File: config.mk
export PLATFORM = sky130hd
export DESIGN_NAME = module_register_file_flat
export DESIGN_NICKNAME = d
export VERILOG_FILES = /design/src/rtl/module_register_file_pkg.sv /design/src/rtl/module_register_file_if.sv /design/src/rtl/module_regfile_read_port.sv /design/src/rtl/module_register_file.sv /design/src/flat_wrapper.sv
export SDC_FILE = /design/constraint.sdc
export NUM_CORES = 2
export LEC_CHECK = 0
export BUFFER_PORTS_ARGS = -buffer_cell sky130_fd_sc_hd__buf_2
export CORE_UTILIZATION = 50
export DETAILED_ROUTE_END_ITERATION = 12
export PLACE_DENSITY = 0.68
export REMOVE_ABC_BUFFERS = 1
export SLEW_MARGIN = 20
export SYNTH_ARGS = -nofsm -noshare
export SYNTH_HDL_FRONTEND = slang
export SYNTH_SLANG_ARGS = --single-unit
File: constraint.sdc
create_clock -name clk -period 3.19 [get_ports clk]
set_input_delay 0.1595 -clock clk [delete_from_list [all_inputs] [get_ports clk]]
set_output_delay 0.1595 -clock clk [all_outputs]
set_load 0.02 [all_outputs]
File: src/rtl/module_register_file_pkg.sv
// Shared constants and read-port request/response types for the register file.
// Optional build macro used by the register file: REGFILE_BYPASS_EN.
package module_register_file_pkg;

  localparam int unsigned REG_ZERO              = 0;
  localparam int unsigned NUM_REGS_DEFAULT      = 32;
  localparam int unsigned REG_ADDR_BITS         = 5;
  localparam int unsigned DATA_WIDTH_DEFAULT    = 32;
  localparam int unsigned ADDRESS_WIDTH_DEFAULT = 32;

  typedef struct packed {
    logic                     en;
    logic [REG_ADDR_BITS-1:0] addr;
  } rd_req_t;

  typedef struct packed {
    logic                          valid;
    logic [DATA_WIDTH_DEFAULT-1:0] data;
  } rd_rsp_t;

endpackage

File: src/rtl/module_register_file_if.sv
// Decode-side write bus plus the two execute-side read ports of the register file.
// master = decode/execute side, slave = register file.
interface module_register_file_if
  import module_register_file_pkg::*;
#(
  parameter int unsigned ADDRESS_WIDTH = ADDRESS_WIDTH_DEFAULT,
  parameter int unsigned DATA_WIDTH    = DATA_WIDTH_DEFAULT,
  parameter int unsigned REG_ADDR_BITS = module_register_file_pkg::REG_ADDR_BITS
);

  logic                     wr_en;
  logic [ADDRESS_WIDTH-1:0] addr;
  logic [DATA_WIDTH-1:0]    data;
  logic                     wr_err;

  logic                     rd_en_a;
  logic [REG_ADDR_BITS-1:0] rd_addr_a;
  logic [DATA_WIDTH-1:0]    rd_data_a;
  logic                     rd_valid_a;

  logic                     rd_en_b;
  logic [REG_ADDR_BITS-1:0] rd_addr_b;
  logic [DATA_WIDTH-1:0]    rd_data_b;
  logic                     rd_valid_b;

  modport master (
    output wr_en, addr, data, rd_en_a, rd_addr_a, rd_en_b, rd_addr_b,
    input  wr_err, rd_data_a, rd_valid_a, rd_data_b, rd_valid_b
  );

  modport slave (
    input  wr_en, addr, data, rd_en_a, rd_addr_a, rd_en_b, rd_addr_b,
    output wr_err, rd_data_a, rd_valid_a, rd_data_b, rd_valid_b
  );

endinterface

File: src/rtl/module_regfile_read_port.sv
// One registered read port: index range check, R0/out-of-range zeroing, optional
// same-cycle write forwarding (REGFILE_BYPASS_EN), output data register and valid pulse.
module module_regfile_read_port
  import module_register_file_pkg::*;
#(
  parameter int unsigned DATA_WIDTH    = DATA_WIDTH_DEFAULT,
  parameter int unsigned REG_ADDR_BITS = module_register_file_pkg::REG_ADDR_BITS,
  parameter int unsigned NUM_REGS      = NUM_REGS_DEFAULT
) (
  input  logic                     clk,
  input  logic                     rst,
  input  logic                     rd_en,
  input  logic [REG_ADDR_BITS-1:0] rd_addr,
  input  logic [DATA_WIDTH-1:0]    regs [NUM_REGS],
`ifdef REGFILE_BYPASS_EN
  input  logic                     fwd_en,
  input  logic [REG_ADDR_BITS-1:0] fwd_addr,
  input  logic [DATA_WIDTH-1:0]    fwd_data,
`endif
  output logic [DATA_WIDTH-1:0]    rd_data,
  output logic                     rd_valid
);

  logic                  in_range_s;
  logic                  is_zero_s;
  logic [DATA_WIDTH-1:0] stored_s;
  logic [DATA_WIDTH-1:0] next_data_s;
  logic [DATA_WIDTH-1:0] rd_data_r;
  logic                  rd_valid_r;

  assign in_range_s = ({1'b0, rd_addr} < (REG_ADDR_BITS + 1)'(NUM_REGS));
  assign is_zero_s  = (rd_addr == REG_ADDR_BITS'(REG_ZERO));

  // Stored value lookup; R0 and indices past the last register read as zero.
  always_comb begin
    stored_s = '0;
    if (in_range_s && !is_zero_s) begin
      stored_s = regs[rd_addr];
    end else begin
      stored_s = '0;
    end
  end

`ifdef REGFILE_BYPASS_EN
  // fwd_en is only raised for legal nonzero writes, so no extra R0 check here.
  assign next_data_s = (fwd_en && (fwd_addr == rd_addr)) ? fwd_data : stored_s;
`else
  assign next_data_s = stored_s;
`endif

  // Output data register (holds when idle) and one-cycle valid pulse.
  always_ff @(posedge clk) begin
    if (rst) begin
      rd_data_r  <= '0;
      rd_valid_r <= 1'b0;
    end else begin
      rd_valid_r <= rd_en;
      if (rd_en) begin
        rd_data_r <= next_data_s;
      end
    end
  end

  assign rd_data  = rd_data_r;
  assign rd_valid = rd_valid_r;

endmodule

File: src/rtl/module_register_file.sv
// Architectural register file: storage, write decode and sticky error flag, two read ports.
// Build macro REGFILE_BYPASS_EN enables same-cycle write-to-read forwarding.
module module_register_file
  import module_register_file_pkg::*;
#(
  parameter int unsigned ADDRESS_WIDTH = ADDRESS_WIDTH_DEFAULT,
  parameter int unsigned DATA_WIDTH    = DATA_WIDTH_DEFAULT,
  parameter int unsigned REG_ADDR_BITS = module_register_file_pkg::REG_ADDR_BITS,
  parameter int unsigned NUM_REGS      = NUM_REGS_DEFAULT
) (
  input logic                   clk,
  input logic                   rst,
  module_register_file_if.slave bus
);

  logic [DATA_WIDTH-1:0]    regs_r [NUM_REGS];
  logic                     wr_err_r;
  logic                     wr_in_range_s;
  logic [REG_ADDR_BITS-1:0] wr_idx_s;
  logic                     wr_hit_s;
  logic                     wr_drop_s;

  // Full-width compare so any set bit above the index field counts as out of range.
  assign wr_in_range_s = (bus.addr < ADDRESS_WIDTH'(NUM_REGS));
  assign wr_idx_s      = bus.addr[REG_ADDR_BITS-1:0];
  assign wr_hit_s      = bus.wr_en && wr_in_range_s && (wr_idx_s != REG_ADDR_BITS'(REG_ZERO));
  assign wr_drop_s     = bus.wr_en && !wr_in_range_s;

  // Register storage; R0 is only ever loaded by reset.
  always_ff @(posedge clk) begin
    if (rst) begin
      for (int i = 0; i < int'(NUM_REGS); i++) begin
        regs_r[i] <= '0;
      end
    end else if (wr_hit_s) begin
      regs_r[wr_idx_s] <= bus.data;
    end
  end

  // Sticky dropped-write flag, cleared only by reset.
  always_ff @(posedge clk) begin
    if (rst) begin
      wr_err_r <= 1'b0;
    end else if (wr_drop_s) begin
      wr_err_r <= 1'b1;
    end
  end

  assign bus.wr_err = wr_err_r;

  module_regfile_read_port #(
    .DATA_WIDTH   (DATA_WIDTH),
    .REG_ADDR_BITS(REG_ADDR_BITS),
    .NUM_REGS     (NUM_REGS)
  ) u_port_a (
    .clk     (clk),
    .rst     (rst),
    .rd_en   (bus.rd_en_a),
    .rd_addr (bus.rd_addr_a),
    .regs    (regs_r),
`ifdef REGFILE_BYPASS_EN
    .fwd_en  (wr_hit_s),
    .fwd_addr(wr_idx_s),
    .fwd_data(bus.data),
`endif
    .rd_data (bus.rd_data_a),
    .rd_valid(bus.rd_valid_a)
  );

  module_regfile_read_port #(
    .DATA_WIDTH   (DATA_WIDTH),
    .REG_ADDR_BITS(REG_ADDR_BITS),
    .NUM_REGS     (NUM_REGS)
  ) u_port_b (
    .clk     (clk),
    .rst     (rst),
    .rd_en   (bus.rd_en_b),
    .rd_addr (bus.rd_addr_b),
    .regs    (regs_r),
`ifdef REGFILE_BYPASS_EN
    .fwd_en  (wr_hit_s),
    .fwd_addr(wr_idx_s),
    .fwd_data(bus.data),
`endif
    .rd_data (bus.rd_data_b),
    .rd_valid(bus.rd_valid_b)
  );

endmodule
File: src/flat_wrapper.sv
// flat-port wrapper written by rule: the top's interface ports become plain ports
module module_register_file_flat import module_register_file_pkg::*;
#(
  parameter int unsigned ADDRESS_WIDTH = ADDRESS_WIDTH_DEFAULT,
  parameter int unsigned DATA_WIDTH    = DATA_WIDTH_DEFAULT,
  parameter int unsigned REG_ADDR_BITS = module_register_file_pkg::REG_ADDR_BITS,
  parameter int unsigned NUM_REGS      = NUM_REGS_DEFAULT
)
  (clk, rst, bus_wr_en, bus_addr, bus_data, bus_rd_en_a, bus_rd_addr_a, bus_rd_en_b, bus_rd_addr_b, bus_wr_err, bus_rd_data_a, bus_rd_valid_a, bus_rd_data_b, bus_rd_valid_b);
  module_register_file_if #(.ADDRESS_WIDTH(ADDRESS_WIDTH), .DATA_WIDTH(DATA_WIDTH), .REG_ADDR_BITS(REG_ADDR_BITS)) bus_i ();
  input logic clk;
  input logic rst;
  input wire logic [$bits(bus_i.wr_en)-1:0] bus_wr_en;
  input wire logic [$bits(bus_i.addr)-1:0] bus_addr;
  input wire logic [$bits(bus_i.data)-1:0] bus_data;
  input wire logic [$bits(bus_i.rd_en_a)-1:0] bus_rd_en_a;
  input wire logic [$bits(bus_i.rd_addr_a)-1:0] bus_rd_addr_a;
  input wire logic [$bits(bus_i.rd_en_b)-1:0] bus_rd_en_b;
  input wire logic [$bits(bus_i.rd_addr_b)-1:0] bus_rd_addr_b;
  output wire logic [$bits(bus_i.wr_err)-1:0] bus_wr_err;
  output wire logic [$bits(bus_i.rd_data_a)-1:0] bus_rd_data_a;
  output wire logic [$bits(bus_i.rd_valid_a)-1:0] bus_rd_valid_a;
  output wire logic [$bits(bus_i.rd_data_b)-1:0] bus_rd_data_b;
  output wire logic [$bits(bus_i.rd_valid_b)-1:0] bus_rd_valid_b;
  assign bus_i.wr_en = bus_wr_en;
  assign bus_i.addr = bus_addr;
  assign bus_i.data = bus_data;
  assign bus_i.rd_en_a = bus_rd_en_a;
  assign bus_i.rd_addr_a = bus_rd_addr_a;
  assign bus_i.rd_en_b = bus_rd_en_b;
  assign bus_i.rd_addr_b = bus_rd_addr_b;
  assign bus_wr_err = bus_i.wr_err;
  assign bus_rd_data_a = bus_i.rd_data_a;
  assign bus_rd_valid_a = bus_i.rd_valid_a;
  assign bus_rd_data_b = bus_i.rd_data_b;
  assign bus_rd_valid_b = bus_i.rd_valid_b;
  module_register_file #(.ADDRESS_WIDTH(ADDRESS_WIDTH), .DATA_WIDTH(DATA_WIDTH), .REG_ADDR_BITS(REG_ADDR_BITS), .NUM_REGS(NUM_REGS)) u_core (.clk(clk), .rst(rst), .bus(bus_i));
endmodule
# After elaboration in Yosys (flattened, before gate mapping)
# Index checks and enable logic that the tools add are counted.
[totals]
register_bits = 1091
input_bits = 79
out_inout_bits = 67
elab_cells = 64
[op_classes]
order_cmp = 5
mux = 11
n_bitwise = 3
reduce_logical = 8
[op_table]
columns = ["operator", "n"]
rows = [
  ["bitwise mux 1024 bit", 1],
  ["binary-select mux 32 bit (select 5 bit)", 2],
  ["2-to-1 mux 32 bit", 7],
  ["demux 32 bit (select 5 bit)", 1],
  ["less-than comparator 32 x 6 -> 1 bit (second input constant)", 1],
  ["greater-or-equal comparator 6 bit (second input constant)", 3],
  ["NOT 5 -> 6 bit", 3],
  ["zero test 5 bit", 2],
  ["less-than comparator 6 x 1 -> 1 bit (second input constant)", 1],
  ["nonzero test 5 bit", 1],
  ["logical AND 1 bit", 4],
  ["zero test 1 bit", 1],
]

# Depth between registers and ports, before layout
[logic_depth]
ltp_word = 6
mapped_depth = 9
mapped_depth_nobuf = 5

# Modules after synthesis
# Synthesis repeated with hierarchy kept, for this count alone.
[unflattened]
hier_cells = 5038
hier_area_um2 = 57667.8
[modules_own_cells]
columns = ["module", "instances", "cells_each", "area_each_um2", "seq_area_each_um2"]
rows = [
  ["module_register_file", 1, 3452, 38879.8, 20519.7],
  ["module_regfile_read_port (u_core.u_port_b)", 1, 793, 9395.3, 660.6],
  ["module_regfile_read_port (u_core.u_port_a)", 1, 793, 9392.8, 660.6],
]

# Worst setup path after synthesis
# Ideal clock, no wire load.
[synth_path]
path_kind = "input port to flip-flop"
from = "in bus_rd_addr_b[0]"
to = "reg u_core.u_port_b.rd_data_r[10], in the netlist u_core.u_port_b.rd_data[10]"
setup_time_ns = 0.132
arrival_ns = 1.903
required_ns = 3.058
setup_slack_ns = 1.155
stages = 6
path_buffers = 3
cell_sequence = "clkbuf_1 buf_2 buf_1 mux4_2 a211oi_1 o32ai_1"
[synth_via]
elab_chain_len = 5
word_cells_on_any_way = 6
cone_classes = "mux (4); bitwise (1); reduce/logical (1)"
[synth_lines]
columns = ["item", "line", "rtl"]
rows = [
  ["from (decl)", "flat_wrapper.sv:19", "input wire logic [$bits(bus_i.rd_addr_b)-1:0] bus_rd_addr_b;"],
  ["NOT 5 -> 6 bit (implied by the code)", "module_regfile_read_port.sv:38", "stored_s = regs[rd_addr];"],
  ["binary-select mux 32 bit (select 5 bit)", "module_regfile_read_port.sv:38", ""],
  ["2-to-1 mux 32 bit (implied by the code) (2 in a row)", "module_regfile_read_port.sv:38", ""],
  ["2-to-1 mux 32 bit *", "module_regfile_read_port.sv:37", "if (in_range_s && !is_zero_s) begin"],
  ["to (signal assigned)", "module_regfile_read_port.sv:59", "rd_data_r <= next_data_s;"],
  ["to (decl)", "module_regfile_read_port.sv:28", "logic [DATA_WIDTH-1:0] rd_data_r;"],
]
# Mark *: on every way between the ends. The rest lies on a longest branch, timed or not. The select of a mux whose other input is x is not followed.
# A chain may end at the register's enable or synchronous reset.

==> impl_metrics.py <==
metrics = {
    "timing": {
        "rsz0062_at_grt": "false",
        "timing.final.crit_share_pct": 71.5,
        "setup_violations": 0,
        "max_freq_mhz": 439,
        "clock_skew_ns": 0.0222,
        "holdWs_ns": 0.0198,
        "slew_headroom_pct": 27.7,
        "setup_ws_ns": 0.910,
        "min_period_ns": 2.28,
        "hold_viol": 0,
        "worst_pin_slew_ns": 1.09,
        "slew_viol_final": 0,
    },
    "final_layout": {
        "n_antenna_cell": 0,
        "nFillCells": 9253,
        "drive_above_1_share_pct": 19.4,
        "syn_to_final_growth_pct": 10.8,
        "nNetsFinal": 5382,
        "multi_input_area_um2": 30300,
        "seq_area_um2": 21800,
    },
    "die": {
        "initial_core_util_pct": 50.7,
        "rows": 120,
        "ioPinCount": 146,
        "core_area_um2": 108000,
        "die_width_um": 333,
        "die_area_um2": 111000,
        "die_h_um": 333,
    },
    "worst_setup_path": {
        "cp_max_fo": 57,
        "cp-end-kind": "flip-flop",
        "critical_path_buf_inv_count": 3,
        "worstPathRequired_ns": 3.79,
        "critical_path_class": "input port to flip-flop",
        "cp_slowest_stage_delay_ns": 0.75,
        "slowest_stage": "nor2_4",
        "cp_top_family": "buffers and inverters",
        "path_cells": "dlygate4sd3_1, buf_8, nor2_4, buf_4, nand2_1, o21ai_0, nor2_1, o32ai_1",
        "crit_path_start_kind": "input port",
        "worstPathArrival_ns": 2.88,
    },
    "synth": {
        "syn_inst": 5420,
        "syn_avg_cell_area_um2": 10.1,
        "yosys-top-cells-area": "dfxtp_1 40%, mux2i_1 16%, mux4_2 14%, nor2_1 5.5%, nand2_1 4.0%",
        "ys_warn_count": 0,
        "yosysTopAreaCell": "dfxtp_1",
        "synth_top_area_share_pct": 39.9,
        "ys_types": 41,
        "synth_seq_cells": 1091,
        "synth_area_um2": 54700,
        "synth-seq-area-share_pct": 39.9,
    },
    "clocking": {
        "cts_hold_buf": 34,
        "cts_resized": 0,
        "max-clock-path-buffers": 3,
        "clkLatencyLatePin_ns": 0.71,
        "ctsRootBufferMaster": "clkbuf_16",
        "cts_htree_levels": 3,
        "cts.sinks": 1091,
        "cts.clk_slew.worst_paths_ns": 0.06,
        "cts_tree": "done",
        "cts_setup_buffers": 0,
        "cts_buffers": 112,
    },
    "run": {
        "max_cap_viol_count": 0,
    },
    "power_and_ir_drop": {
        "swShare_pct": 25.1,
        "p_leak_nw": 20.6,
        "p_switching_w": 0.00725,
        "combPwrFrac_pct": 7.9,
        "clock_power_share_pct": 44.6,
        "p_per_area_nw_per_um2": 477,
        "p_seq_share_pct": 47.5,
        "ir_worst_vdd_mv": 0.415,
        "p_int_w": 0.0216,
    },
    "placement": {
        "numPortBuffers": 145,
        "place_ws_ns": 0.454,
        "gp_congestion": 0.876,
        "hpwlAfterDp_um": 110000,
    },
    "status": {
        "status": "finished, final reports clean",
    },
    "grt": {
        "met2_usage_pct": 52.0,
        "grt_overflow_total": 0,
        "grt_pass1_vias": 42568,
        "grt_pass1_wl_um": 273000,
        "antenna_found_initial": 7,
        "use_met1_pct": 42.7,
        "grt_start_max_net_pins": 200,
        "met3_usage_pct": 5.29,
        "grt.busiest_layer": "met2",
        "grtUsageTotal_pct": 32.4,
    },
    "detailed_routing": {
        "drtIter0Drc": 5526,
        "firstDrtPassIters": 6,
        "ant_nets": 0,
        "drt-total-wl_um": 185000,
        "vias": 44330,
        "post_drt_wl_per_cell_um": 27.2,
        "drcViolationCount": 0,
        "via_per_inst": 6.53,
    },
    "worst_hold_path": {
        "hold_path.class": "input port to flip-flop",
    },
}
[per-stage QoR]
step	utilization (%)	setup TNS [ns]	instances	power [W]	cell area (µm²)
detailed placement	52.6	0	6558	0.0162	56700
CTS	56.2	0	6791	0.0289	60600
global route	56.2	0	6791	0.0296	60600
global placement	52.6	0	6558	0.0162	56700
floorplan	-	-2015.89	4841	0.0147	52000
finish	56.2	0	6791	0.0289	60600
[cells by family (layout without fill, tap and decap cells)]
kind of cell    after synthesis  after routing  synth area share (%)
buf+inv                     584            552                  5.00
mux                        1392           1392                  33.5
flops                      1091           1091                  39.9
compound gates              852            852                  9.94
simple gates               1501           1501                  11.6
[power by group through the flow]
stage	Sequential [W]	Combinational [W]	Clock [W]
after detailed placement	0.0140	0.00219	0
after CTS	0.0137	0.00223	0.0130
after global placement	0.0140	0.00218	0
after floorplan	0.0140	0.000650	0
after global routing	0.0137	0.00235	0.0135
final	0.0137	0.00228	0.0129
[metal layers]
layer	wire length (µm)	share of wire (%)	up-vias
li1	-	-	19389
met1	73300	40	21879
met2	84800	46	2485
met3	17600	9.5	573
met4	9250	5.0	4
met5	25	0.014	-
[cells in the mapped netlist, drive strengths merged]
cell	count
o31ai	1
buf	260
nand2	585
inv	5
o32ai	64
o221ai	7
or3b	2
a22oi	23
and3b	2
o311ai	2
a211oi	56
nor4	37
a31oi	16
and2	1
nor3	1
or3	1
clkbuf	319
nand4	1
o22ai	185
nand3b	5
a21oi	307
or2	4
nor2	807
mux4	336
or4	7
o21ai	65
nand3	4
dfxtp	1091
nand2b	6
mux2i	896
nor2b	38
mux2	160
a221oi	103
a21boi	23
[registers in the layout (all words and copies together), names as in the netlist]
name / count
u_core.bus.wr_err: 1
u_core.regs_r: 1024
u_core.u_port_a.rd_data: 32
u_core.u_port_a.rd_valid: 1
u_core.u_port_b.rd_data: 32
u_core.u_port_b.rd_valid: 1
[worst min-delay path: cells and delay by family]
kind | cells | cell delay (ns)
AOI/OAI and AO/OA | 1 | 0.06
and+or+nand+nor | 1 | 0.13
buffers and inverters | 1 | 0.30
[final timing paths]
path                                        start                         end  slack [ns]  cells past startpoint
worst max-delay path                          rst  u_core.u_port_b.rd_data[6]        0.91                      8
worst min-delay path                 bus_data[12]          u_core.regs_r[108]        0.02                      3
worst max register to register   u_core.regs_r[5]  u_core.u_port_a.rd_data[5]        1.54                      5
worst min register to register  u_core.bus.wr_err           u_core.bus.wr_err        0.44                      2
[layout by cell type (no fill, tap or decap), drive strengths merged, types with 2 or more instances in the layout]
| master | synthesis | routed |
|---|---|---|
| nand3 | 4 | 4 |
| a211oi | 56 | 56 |
| o311ai | 2 | 2 |
| or4 | 7 | 7 |
| nand3b | 5 | 5 |
| inv | 5 | 8 |
| and3b | 2 | 2 |
| clkbuf | 319 | 177 |
| a221oi | 103 | 103 |
| o22ai | 185 | 185 |
| or3b | 2 | 2 |
| nor2b | 38 | 38 |
| nand2b | 6 | 6 |
| dfxtp | 1091 | 1091 |
| o21ai | 65 | 65 |
| or2 | 4 | 4 |
| clkinv | 0 | 20 |
| mux4 | 336 | 336 |
| nand2 | 585 | 585 |
| a21oi | 307 | 307 |
| a31oi | 16 | 16 |
| o32ai | 64 | 64 |
| dlygate4sd3 | 0 | 34 |
| a22oi | 23 | 23 |
| nor2 | 807 | 807 |
| buf | 260 | 311 |
| o221ai | 7 | 7 |
| mux2 | 160 | 160 |
| mux2i | 896 | 896 |
| a21boi | 23 | 23 |
| nor4 | 37 | 37 |
[layout make-up]
type,count,area share (%)
clock buffers,174,5.58
multi-input cells,3745,50.0
flip-flops and latches,1091,36.1
well taps,1403,2.90
inverters,5,0.0310
clock inverters,25,0.302
repair buffers,348,5.14
Power figures use the tool's default switching activity.
